### src/rtl/dataflow_uart_tx_pkg.sv
// rtl/dataflow_uart_tx_pkg.sv - shared types and line levels for the UART transmitter
package dataflow_uart_tx_pkg;

    typedef enum logic [1:0] {
        IDLE,
        START,
        DATA,
        STOP
    } tx_state_e;

    localparam logic START_BIT  = 1'b0;
    localparam logic STOP_BIT   = 1'b1;
    localparam logic IDLE_LEVEL = 1'b1;

endpackage

### src/rtl/dataflow_uart_tx_if.sv
// rtl/dataflow_uart_tx_if.sv - parallel word in, serial line out
interface dataflow_uart_tx_if #(
    parameter int n = 8
);
    logic         start_sig;
    logic [n-1:0] D;
    logic         Tx;

    modport master (
        output start_sig,
        output D,
        input  Tx
    );

    modport slave (
        input  start_sig,
        input  D,
        output Tx
    );
endinterface

### src/rtl/dataflow_uart_baud_tick.sv
// rtl/dataflow_uart_baud_tick.sv - one-cycle tick at the end of every bit period
module dataflow_uart_baud_tick #(
    parameter int CLKS_PER_BIT = 1
) (
    input  logic clk,
    input  logic rst_n,
    input  logic clear,
    output logic tick
);
    localparam int            CW   = $clog2(CLKS_PER_BIT + 1);
    localparam logic [CW-1:0] LAST = CW'(CLKS_PER_BIT - 1);

    logic [CW-1:0] cnt_q;
    logic [CW-1:0] cnt_d;

    // Count cycles within a bit period; wrap at the last cycle, restart on frame acceptance.
    always_comb begin
        cnt_d = cnt_q + CW'(1);
        if (clear || (cnt_q == LAST)) begin
            cnt_d = '0;
        end
    end

    // Period counter register (rst_n is active-high here).
    always_ff @(posedge clk or posedge rst_n) begin
        if (rst_n) begin
            cnt_q <= '0;
        end else begin
            cnt_q <= cnt_d;
        end
    end

    // With one clock per bit the counter stays at 0, so tick is permanently high.
    assign tick = (cnt_q == LAST);

endmodule

### src/rtl/dataflow_uart_tx.sv
// rtl/dataflow_uart_tx.sv - parallel-to-serial UART transmitter (start, n data LSB first, stop)
module dataflow_uart_tx
    import dataflow_uart_tx_pkg::*;
#(
    parameter int n            = 8,
    parameter int CLKS_PER_BIT = 1
) (
    input  logic                 clk,
    input  logic                 rst_n,
    dataflow_uart_tx_if.slave    bus
);
    localparam int            BW       = $clog2(n + 1);
    localparam logic [BW-1:0] LAST_BIT = BW'(n - 1);

    tx_state_e     state_q, state_d;
    logic [n-1:0]  shift_q, shift_d;
    logic [BW-1:0] bit_cnt_q, bit_cnt_d;
    logic          tx_q, tx_d;
    logic [n-1:0]  shifted;
    logic          accept;
    logic          tick;

    dataflow_uart_baud_tick #(
        .CLKS_PER_BIT (CLKS_PER_BIT)
    ) u_baud (
        .clk   (clk),
        .rst_n (rst_n),
        .clear (accept),
        .tick  (tick)
    );

    // Shift register moved one place toward the LSB, refilled with idle ones.
    always_comb begin
        shifted        = shift_q >> 1;
        shifted[n-1]   = STOP_BIT;
    end

    // Frame sequencing: next state, next line level, and word acceptance.
    always_comb begin
        state_d   = state_q;
        shift_d   = shift_q;
        bit_cnt_d = bit_cnt_q;
        tx_d      = tx_q;
        accept    = 1'b0;

        case (state_q)
            IDLE: begin
                tx_d = IDLE_LEVEL;
                if (bus.start_sig) begin
                    accept = 1'b1;
                end
            end
            START: begin
                if (tick) begin
                    state_d   = DATA;
                    tx_d      = shift_q[0];
                    shift_d   = shifted;
                    bit_cnt_d = '0;
                end
            end
            DATA: begin
                if (tick) begin
                    if (bit_cnt_q == LAST_BIT) begin
                        state_d = STOP;
                        tx_d    = STOP_BIT;
                    end else begin
                        tx_d      = shift_q[0];
                        shift_d   = shifted;
                        bit_cnt_d = bit_cnt_q + BW'(1);
                    end
                end
            end
            STOP: begin
                if (tick) begin
                    if (bus.start_sig) begin
                        accept = 1'b1;
                    end else begin
                        state_d = IDLE;
                        tx_d    = IDLE_LEVEL;
                    end
                end
            end
            default: begin
                state_d = IDLE;
                tx_d    = IDLE_LEVEL;
            end
        endcase

        // A newly accepted word drives the start bit from the accepting edge.
        if (accept) begin
            state_d   = START;
            shift_d   = bus.D;
            bit_cnt_d = '0;
            tx_d      = START_BIT;
        end
    end

    // State, shift register, bit counter and registered line; reset forces the line idle at once.
    always_ff @(posedge clk or posedge rst_n) begin
        if (rst_n) begin
            state_q   <= IDLE;
            shift_q   <= '1;
            bit_cnt_q <= '0;
            tx_q      <= IDLE_LEVEL;
        end else begin
            state_q   <= state_d;
            shift_q   <= shift_d;
            bit_cnt_q <= bit_cnt_d;
            tx_q      <= tx_d;
        end
    end

    assign bus.Tx = tx_q;

endmodule

### src/flat_wrapper.sv
// flat-port wrapper written by rule: the top's interface ports become plain ports
module dataflow_uart_tx_flat import dataflow_uart_tx_pkg::*;
#(
    parameter int n            = 8,
    parameter int CLKS_PER_BIT = 1
)
  (clk, rst_n, bus_start_sig, bus_D, bus_Tx);
  dataflow_uart_tx_if #(.n(n)) bus_i ();
  input  logic clk;
  input  logic rst_n;
  input wire logic [$bits(bus_i.start_sig)-1:0] bus_start_sig;
  input wire logic [$bits(bus_i.D)-1:0] bus_D;
  output wire logic [$bits(bus_i.Tx)-1:0] bus_Tx;
  assign bus_i.start_sig = bus_start_sig;
  assign bus_i.D = bus_D;
  assign bus_Tx = bus_i.Tx;
  dataflow_uart_tx #(.n(n), .CLKS_PER_BIT(CLKS_PER_BIT)) u_core (.clk(clk), .rst_n(rst_n), .bus(bus_i));
endmodule
### config.mk
export PLATFORM = sky130hd
export DESIGN_NAME = dataflow_uart_tx_flat
export DESIGN_NICKNAME = d
export VERILOG_FILES = /design/src/rtl/dataflow_uart_tx_pkg.sv /design/src/rtl/dataflow_uart_tx_if.sv /design/src/rtl/dataflow_uart_baud_tick.sv /design/src/rtl/dataflow_uart_tx.sv /design/src/flat_wrapper.sv
export SDC_FILE = /design/constraint.sdc
export NUM_CORES = 1
export LEC_CHECK = 0
export ABC_AREA = 0
export BUFFER_PORTS_ARGS = -buffer_cell sky130_fd_sc_hd__buf_2
export CAP_MARGIN = 10
export CORE_MARGIN = 2
export CORE_UTILIZATION = 35
export CTS_CLUSTER_DIAMETER = 50
export CTS_CLUSTER_SIZE = 12
export DETAILED_ROUTE_END_ITERATION = 12
export PLACE_DENSITY = 0.62
export SETUP_SLACK_MARGIN = 0.02
export SYNTH_ARGS = -nofsm -noshare
export SYNTH_HDL_FRONTEND = slang
export SYNTH_SLANG_ARGS = --single-unit
### constraint.sdc
create_clock -name clk -period 2.05 [get_ports clk]
set_input_delay 0.3075 -clock clk [delete_from_list [all_inputs] [get_ports clk]]
set_output_delay 0.3075 -clock clk [all_outputs]
set_load 0.05 [all_outputs]
==> metrics <==
status finished clean; dpl cell area 997 sq um; Vias 741; Root Driver clkbuf_4; Worst-path clk slew ~90 ps; clock sink count 16; synthesis-to-layout area growth 12.6%; All-Layer GR Usage about 15%; met3 WL 65 um; Residual DRC 0; RSZ-0062 raised after global routing no; die height 55.1 um; share of the synthesized area in the top cell type 25.9%; number of port buffers 11; Setup violations, final 0; CTS HTree Levels 1; Worst Setup Start Kind flop; Mean Syn Cell Area 10.1 sq um; Core ar. 2480 sq um; vias in the first global route 721; cell taking the most area after synthesis dfstp_2; Critical Path Fanout Max 11; drt total wl 1870 um; CP max stage delay between 300 and 400 ps; Iter 0 DRT Violations 14; Post-Synthesis Cell Area 913 sq um; leading cell type in the layout, fill and taps excluded buf_2; Hold/Removal Path Class in -> async; flops & latches, synth 16; row cnt 18; reg2reg path depth 6; Worst-Margin Slew 581 ps; CP Cell Sequence inv_1 > ha_1 > o21ai_1 > nand3_2 > and3_1 > a221o_1; TritonRoute pass-1 iters 4; number of synthesized flops with an enable pin 0; commonest cells after routing, fill and taps aside buf_2, dfstp_2, and3_1, inv_1, dfrtp_1; Mapped Nets ~110; Critical R2R Launch u_core.state_q[0]; Synth Instances 90; Via-to-Cell Ratio 5.57; CP bufs+invs 1; Yosys warning count 0; Post-Route M1 WL 921 um; Worst slew margin between 60% and 70%; fin area slightly above 1000 sq um; ys async rst share 100%; CTS buffer count 3; # Post-CTS Setup Buffers 0; setup TNS 0 ps; Main synth FF type dfstp_2; pwr dens 1700 nW/um^2; antenna diode count 0; post-synthesis cell type count 33; Slew Limit Fails 0; Seq/Total Area, Yosys 45.1%; Initial Util 36.9%; gr ovfl total 0; boundary pin count 12; Fmax approximately 0.55 GHz; post-layout min period 1820 ps; share of cells above drive strength 1 30.1%; clock skew 1.28 ps; hold buffers post-CTS 0; Setup WS post-layout 226 ps; Die X around 55 um; Routability Congestion 0.808; Skew-Pair Late Insertion Delay 290 ps; Synth area leaders dfstp_2, dfrtp_1, ha_1, a221o_1, and3_1; Pleak ~0.00048 uW; NumNets Final 120; delay-heaviest family, CP compound AO/OA/AOI/OAI gates; antenna violations before repair 0; peak supply drop 0.766 mV; Worst Path Arrival 2050 ps; fill count 264; Place WS 145 ps; FF-to-FF End u_core.shift_q[0]; dpl hpwl ~1300 um; CTS Buffer Depth 2; met2 wire length ~850 um; Reg2Reg Setup Slack 230 ps; Worst Setup End Kind flop; critical path class reg -> reg; first-pass GRT wire length 3300 um; largest net degree at the start of global routing 17; die area 3030 sq um; WL/cell about 14 um; final hold violation count 0; worst path required time 2280 ps; part of the cycle the worst path needs about nine tenths; CP max-delay cell dfrtp_1; Max Cap Violations 0; DR top layer met4; TritonCTS clock tree yes; antenna viol nets, final 0
==> report_power, final <==
part / switching (uW) / internal [uW] / total [uW]
clock: 99.6 / 75.8 / 175
combinational: 535 / 423 / 958
sequential: 91.8 / 520 / 612
==> routing by layer <==
| layer | vias to the layer above | GRT usage, % |
|---|---|---|
| met1 | 365 | 20.8 |
| met4 | 0 | 7.32 |
| met5 | - | 0 |
| li1 | 361 | - |
| met2 | 12 | 23.6 |
| met3 | 3 | 2.69 |
==> flip-flops by register name, indices dropped and copies added (netlist names) <==
| register | cells |
|---|---|
| u_core.u_baud.cnt_q | 1 |
| u_core.bus.Tx | 1 |
| u_core.state_q | 2 |
| u_core.shift_q | 8 |
| u_core.bit_cnt_q | 4 |
==> how the worst max path moves through the flow <==
stage                            from                end  slack [ps]  depth (start not counted)
floorplan           u_core.state_q[0]  u_core.shift_q[5]         430                          7
global placement    u_core.state_q[1]  u_core.shift_q[0]         200                          6
detailed placement  u_core.state_q[0]  u_core.shift_q[4]         140                          6
CTS                 u_core.state_q[0]  u_core.shift_q[4]         120                          6
global route        u_core.state_q[0]  u_core.shift_q[3]          90                          6
finish              u_core.state_q[0]  u_core.shift_q[0]         230                          6
==> repair_timing <==
| action | 4_1_cts | 5_1_grt |
|---|---|---|
| endpoints found under the setup margin | 0 | 6 |
| gates resized for setup | 0 | 1 |
| endpoints found under the hold margin | 0 | 0 |
==> cell families after synthesis <==
logic type                 after synthesis  synth area share (%)
AOI/OAI and AO/OA                       28                  23.3
and+or+nand+nor                         27                  16.8
DFF                                     16                  45.1
buffers and inverters                   12                  6.30
adders and majority gates                5                  6.85
muxes                                    1                  1.23
other                                    1                 0.411
==> cell usage after synthesis (all sizes together), types with 3 or more instances <==
cell type	number
o21ai	5
nand2	6
a221o	6
nand3	3
ha	5
dfstp	9
a21oi	5
inv	7
buf	5
and3	8
dfrtp	7
==> final cells by class <==
cell class	count	area [sq um]	area share (%)
multi-input cells	62	449	43.7
inverters	7	26.3	2.55
repair buffers	14	77.6	7.54
clock buffers	4	26.3	2.55
well taps	30	37.5	3.65
flip-flops and latches	16	412	40.0
==> stage by stage <==
step                      util (%)  hold WS (ps)  std cells  total power (uW)
final                         41.5          59.3        133              1750
after global placement        40.3           408        129              1540
after detailed placement      40.3           404        129              1550
after global routing          41.5           118        133              1910
after floorplan                  -           215         90              1370
after CTS                     41.3          83.8        133              1740
No activity file was read; power rests on OpenSTA's default activity.
